File: src/rtl/debounce_en_gen.sv
// debounce_en_gen
//   Cleans a raw asynchronous level (button or switch) for the enable-gated
//   flip-flop stage. A two-flop synchronizer feeds a counter-qualified
//   four-state FSM. The synchronized level must hold for STABLE_CYCLES clocks
//   before it is accepted. All outputs are registered.
//
// Ports
//   clk        in  system clock, all logic on posedge
//   rst        in  synchronous reset, active low
//   sw         in  raw asynchronous input
//   db_level   out debounced level
//   rise_tick  out one-cycle pulse on an accepted 0->1 (drives the flop's en)
//   fall_tick  out one-cycle pulse on an accepted 1->0
module debounce_en_gen #(
    parameter int unsigned STABLE_CYCLES = 1_000_000
) (
    input  logic clk,
    input  logic rst,
    input  logic sw,
    output logic db_level,
    output logic rise_tick,
    output logic fall_tick
);

    localparam int unsigned      CNT_W   = $clog2(STABLE_CYCLES);
    localparam logic [CNT_W-1:0] CNT_MAX = CNT_W'(STABLE_CYCLES - 1);

    typedef enum logic [1:0] {
        ZERO  = 2'd0,
        WAIT1 = 2'd1,
        ONE   = 2'd2,
        WAIT0 = 2'd3
    } state_t;

    logic             s1_q, s2_q;
    state_t           state_q, state_d;
    logic [CNT_W-1:0] cnt_q, cnt_d;
    logic             db_q, db_d;
    logic             rise_q, rise_d;
    logic             fall_q, fall_d;

    always_ff @(posedge clk) begin
        if (!rst) begin
            s1_q    <= 1'b0;
            s2_q    <= 1'b0;
            state_q <= ZERO;
            cnt_q   <= '0;
            db_q    <= 1'b0;
            rise_q  <= 1'b0;
            fall_q  <= 1'b0;
        end else begin
            s1_q    <= sw;
            s2_q    <= s1_q;
            state_q <= state_d;
            cnt_q   <= cnt_d;
            db_q    <= db_d;
            rise_q  <= rise_d;
            fall_q  <= fall_d;
        end
    end

    // The counter only advances while the synced level differs from db_level;
    // any reversal drops back to the settled state with the count cleared, so
    // each bounce restarts qualification from zero.
    always_comb begin
        state_d = state_q;
        cnt_d   = cnt_q;
        db_d    = db_q;
        rise_d  = 1'b0;
        fall_d  = 1'b0;
        case (state_q)
            ZERO: begin
                if (s2_q) begin
                    state_d = WAIT1;
                    cnt_d   = '0;
                end
            end
            WAIT1: begin
                if (!s2_q) begin
                    state_d = ZERO;
                    cnt_d   = '0;
                end else if (cnt_q == CNT_MAX) begin
                    state_d = ONE;
                    db_d    = 1'b1;
                    rise_d  = 1'b1;
                end else begin
                    cnt_d = cnt_q + CNT_W'(1);
                end
            end
            ONE: begin
                if (!s2_q) begin
                    state_d = WAIT0;
                    cnt_d   = '0;
                end
            end
            WAIT0: begin
                if (s2_q) begin
                    state_d = ONE;
                    cnt_d   = '0;
                end else if (cnt_q == CNT_MAX) begin
                    state_d = ZERO;
                    db_d    = 1'b0;
                    fall_d  = 1'b1;
                end else begin
                    cnt_d = cnt_q + CNT_W'(1);
                end
            end
            default: begin
                state_d = ZERO;
                cnt_d   = '0;
            end
        endcase
    end

    assign db_level  = db_q;
    assign rise_tick = rise_q;
    assign fall_tick = fall_q;

endmodule

File: config.mk
export PLATFORM = sky130hd
export DESIGN_NAME = debounce_en_gen
export DESIGN_NICKNAME = d
export VERILOG_FILES = /design/src/rtl/debounce_en_gen.sv
export SDC_FILE = /design/constraint.sdc
export NUM_CORES = 1
export LEC_CHECK = 0
export ABC_CLOCK_PERIOD_IN_PS = 2080
export CORE_MARGIN = 2
export CORE_UTILIZATION = 60
export DETAILED_ROUTE_END_ITERATION = 16
export DONT_BUFFER_PORTS = 1
export GPL_TIMING_DRIVEN = 1
export PLACE_DENSITY = 0.76
export RECOVER_POWER = 25
export SLEW_MARGIN = 20
export SYNTH_ARGS = -nofsm -noshare
export SYNTH_HDL_FRONTEND = slang
export SYNTH_SLANG_ARGS = --single-unit
File: constraint.sdc
create_clock -name clk -period 2.08 [get_ports clk]
set_clock_uncertainty 0.1 [all_clocks]
set_input_delay 0.208 -clock clk [delete_from_list [all_inputs] [get_ports clk]]
set_output_delay 0.208 -clock clk [all_outputs]
set_load 0.05 [all_outputs]
==> impl_metrics.env <==
export IMPL_status="complete, no violations"
export IMPL_stdcell_area_mm2=0.00162
export IMPL_gr_total_overflow=0
export IMPL_grt_setup_unrepaired="no"
export IMPL_firstDrtPassIters=4
export IMPL_p_total_mw=0.802
export IMPL_hold_path_class="in2reg"
export IMPL_yosys_register_bits=27
export IMPL_synth_cell_types=55
export IMPL_root_buffer="clkbuf_4"
export IMPL_drtAntennaViolNets=0
export IMPL_wl_per_cell_um=18.6
export IMPL_dp_cells=198
export IMPL_p_per_area_mw_per_mm2=496
export IMPL_placement_rows=18
export IMPL_cts_tree="built"
export IMPL_dpl_cell_area_mm2=0.00157
export IMPL_ios=6
export IMPL_peakVddDrop_mv=0.373
export IMPL_setup_viol=0
export IMPL_start_kind="register"
export IMPL_fmax_ghz=0.529
export IMPL_netlist_area_mm2=0.00156
export IMPL_tightest_slew_ns=0.594
export IMPL_drive_gt1_share_pct=13.8
export IMPL_fin_cells=204
export IMPL_p_comb_share_pct=5.6
export IMPL_holdWs_ns=0.0214
export IMPL_tns_ns=0
export IMPL_synth_edf_count=0
export IMPL_critPathKind="reg2reg"
export IMPL_insertion_delay_ns=0.33
export IMPL_drv_slew=0
export IMPL_syn_area_per_cell_um2=9.04
export IMPL_p_sw_share_pct=24.4
export IMPL_syn_nets=177
export IMPL_syn_inst=173
export IMPL_fin_util_pct=65.3
export IMPL_drc=0
export IMPL_worstPathRequired_ns=2.22
export IMPL_clk_pin_slew_ns=0.15
export IMPL_maxSlewHeadroom_pct=60.2
export IMPL_drtIter0Drc=63
export IMPL_die_area_mm2=0.00303
export IMPL_async_reset_ff_share_pct=0
export IMPL_fin_crit_sh_pct=90.9
export IMPL_nets=179
export IMPL_fp_dieH_um=55.1
export IMPL_place_gp_congestion=0.968
export IMPL_clk_path_buf_depth=2
export IMPL_ys_warn_count=0
export IMPL_grt_pass1_vias=1315
export IMPL_worstRegToRegCells=4
export IMPL_pwr_share_seq_pct=65.2
export IMPL_p_switching_mw=0.196
export IMPL_track_usage_pct=27.7
export IMPL_crit_fanout=10
export IMPL_ys_flop_type="dfxtp_1"
export IMPL_synth_seq_area_share_pct=34.6
export IMPL_die_x_um=55.1
export IMPL_fin_ws_ns=0.189
export IMPL_min_path_cells=2
export IMPL_vias_per_cell=6.90
export IMPL_p_int_mw=0.607
export IMPL_fin_crit_ns=1.89
export IMPL_h_tree_depth=1
export IMPL_wirelength_um=3790
export IMPL_start_util_pct=63.1
export IMPL_core_mm2=0.00248
export IMPL_n_antenna_cell=0
export IMPL_p_leak_nw=0.558
export IMPL_dpl_worst_slack_ns=0.224
export IMPL_end_kind="register"
export IMPL_max_cap_violations=0
export IMPL_area_delta_synth_final_pct=3.44
export IMPL_antenna_found_initial=0
export IMPL_hold_viol_final=0
export IMPL_arrival_ns=2.03
export IMPL_port_buffers=0
export IMPL_grt_max_degree=16
export IMPL_grt_pass1_wl_um=6090
export IMPL_clockPowerShare_pct=29.2
export IMPL_num_vias=1407
export IMPL_numClockSinks=27
export IMPL_dp_final_hpwl_um=2600
export IMPL_cts_buffers=3
==> path summary, 6_finish.rpt <==
check	startpoint	end	slack (ns)
max	cnt_q[2]$_SDFFE_PN0P_	cnt_q[11]$_SDFFE_PN0P_	0.19
min	rst	cnt_q[11]$_SDFFE_PN0P_	0.02
max reg2reg	cnt_q[2]$_SDFFE_PN0P_	cnt_q[11]$_SDFFE_PN0P_	0.19
min reg2reg	s1_q$_SDFF_PN0_	s2_q$_SDFF_PN0_	0.36
==> power by group through the flow <==
stage | Clock, mW | Combinational, mW | Sequential (mW)
after floorplan | 0 | 0.0337 | 0.531
after global routing | 0.250 | 0.0482 | 0.523
after global placement | 0 | 0.0366 | 0.534
final | 0.234 | 0.0452 | 0.523
after detailed placement | 0 | 0.0371 | 0.534
after CTS | 0.234 | 0.0443 | 0.523
==> registers in the layout, indices dropped and copies added, names as in the netlist, named ones only <==
signal and cells:
cnt_q 20, db_level 1, fall_tick 1, rise_tick 1, s1_q 1, s2_q 1, state_q 1
==> synthesized netlist by cell type, types with 4 or more instances <==
master     n  area share, %
a31oi_1    8            3.2
nand3_1   12            3.8
nand4_1    4            1.6
a311oi_1   5            2.8
nand2_1   15            3.6
and4_1     4            2.2
dfxtp_1   27             35
inv_1      5            1.2
buf_6      4            2.9
nor4b_1    4            2.2
a21oi_1    8            2.6
and3_1     6            2.4
nor2_1     4           0.96
nor3_1     6            1.9
and2_1     5            2.0
==> routing by layer <==
| layer | vias to the layer above | part of all wire [%] | track usage, % |
|---|---|---|---|
| met5 | - | 0 | 0 |
| met4 | 0 | 1.0 | 9.35 |
| met3 | 5 | 7.4 | 3.76 |
| met2 | 61 | 46 | 45.4 |
| met1 | 657 | 45 | 37.3 |
| li1 | 684 | - | - |
==> repair_timing <==
item                                   in CTS  in global routing
gates resized for setup                     0                  3
setup buffers                               0                  0
hold buffers                                2                  0
endpoints found under the hold margin      15                  0
setup endpoints to repair                   0                  2
==> placed cells by master (no fill, tap or decap), types with 2 or more instances in the layout <==
cell type,instances
a211oi_1,3
a21boi_0,2
a21o_1,3
a21oi_1,8
a311oi_1,5
a31oi_1,8
a41oi_1,2
and2_1,5
and3_1,6
and4_1,3
buf_4,6
clkbuf_4,3
dfxtp_1,27
dlygate4sd3_1,2
inv_1,5
nand2_1,15
nand3_1,12
nand4_1,4
nor2_1,3
nor2_2,2
nor3_1,6
nor4_1,2
nor4b_1,4
o211ai_1,3
o21a_1,2
o21ai_0,3
or4_4,2
==> kinds of logic after synthesis <==
group                      after synthesis  share of synthesized area (%)
and+or+nand+nor                         76                           32.0
adders and majority gates                1                          0.800
buffers and inverters                   16                           6.40
AOI/OAI and AO/OA                       50                           23.2
DFF                                     27                           34.6
xor gates and xnor gates                 3                           3.04
==> cell type report <==
cell class	instances	area [µm²]
Clock inverter	1	5.00
Multi-Input combinational cell	130	928
Sequential cell	27	541
Tap cell	30	37.5
Timing Repair Buffer	8	65.1
Inverter	5	18.8
Fill cell	237	860
Clock buffer	3	22.5
==> worst max-delay path, stage by stage (launching register included) <==
cell,delay [ns]
dfxtp_1,0.57
nand4_4,0.17
or4_4,0.58
a22o_1,0.21
a21o_1,0.17
(Power assumes the default switching activity.)
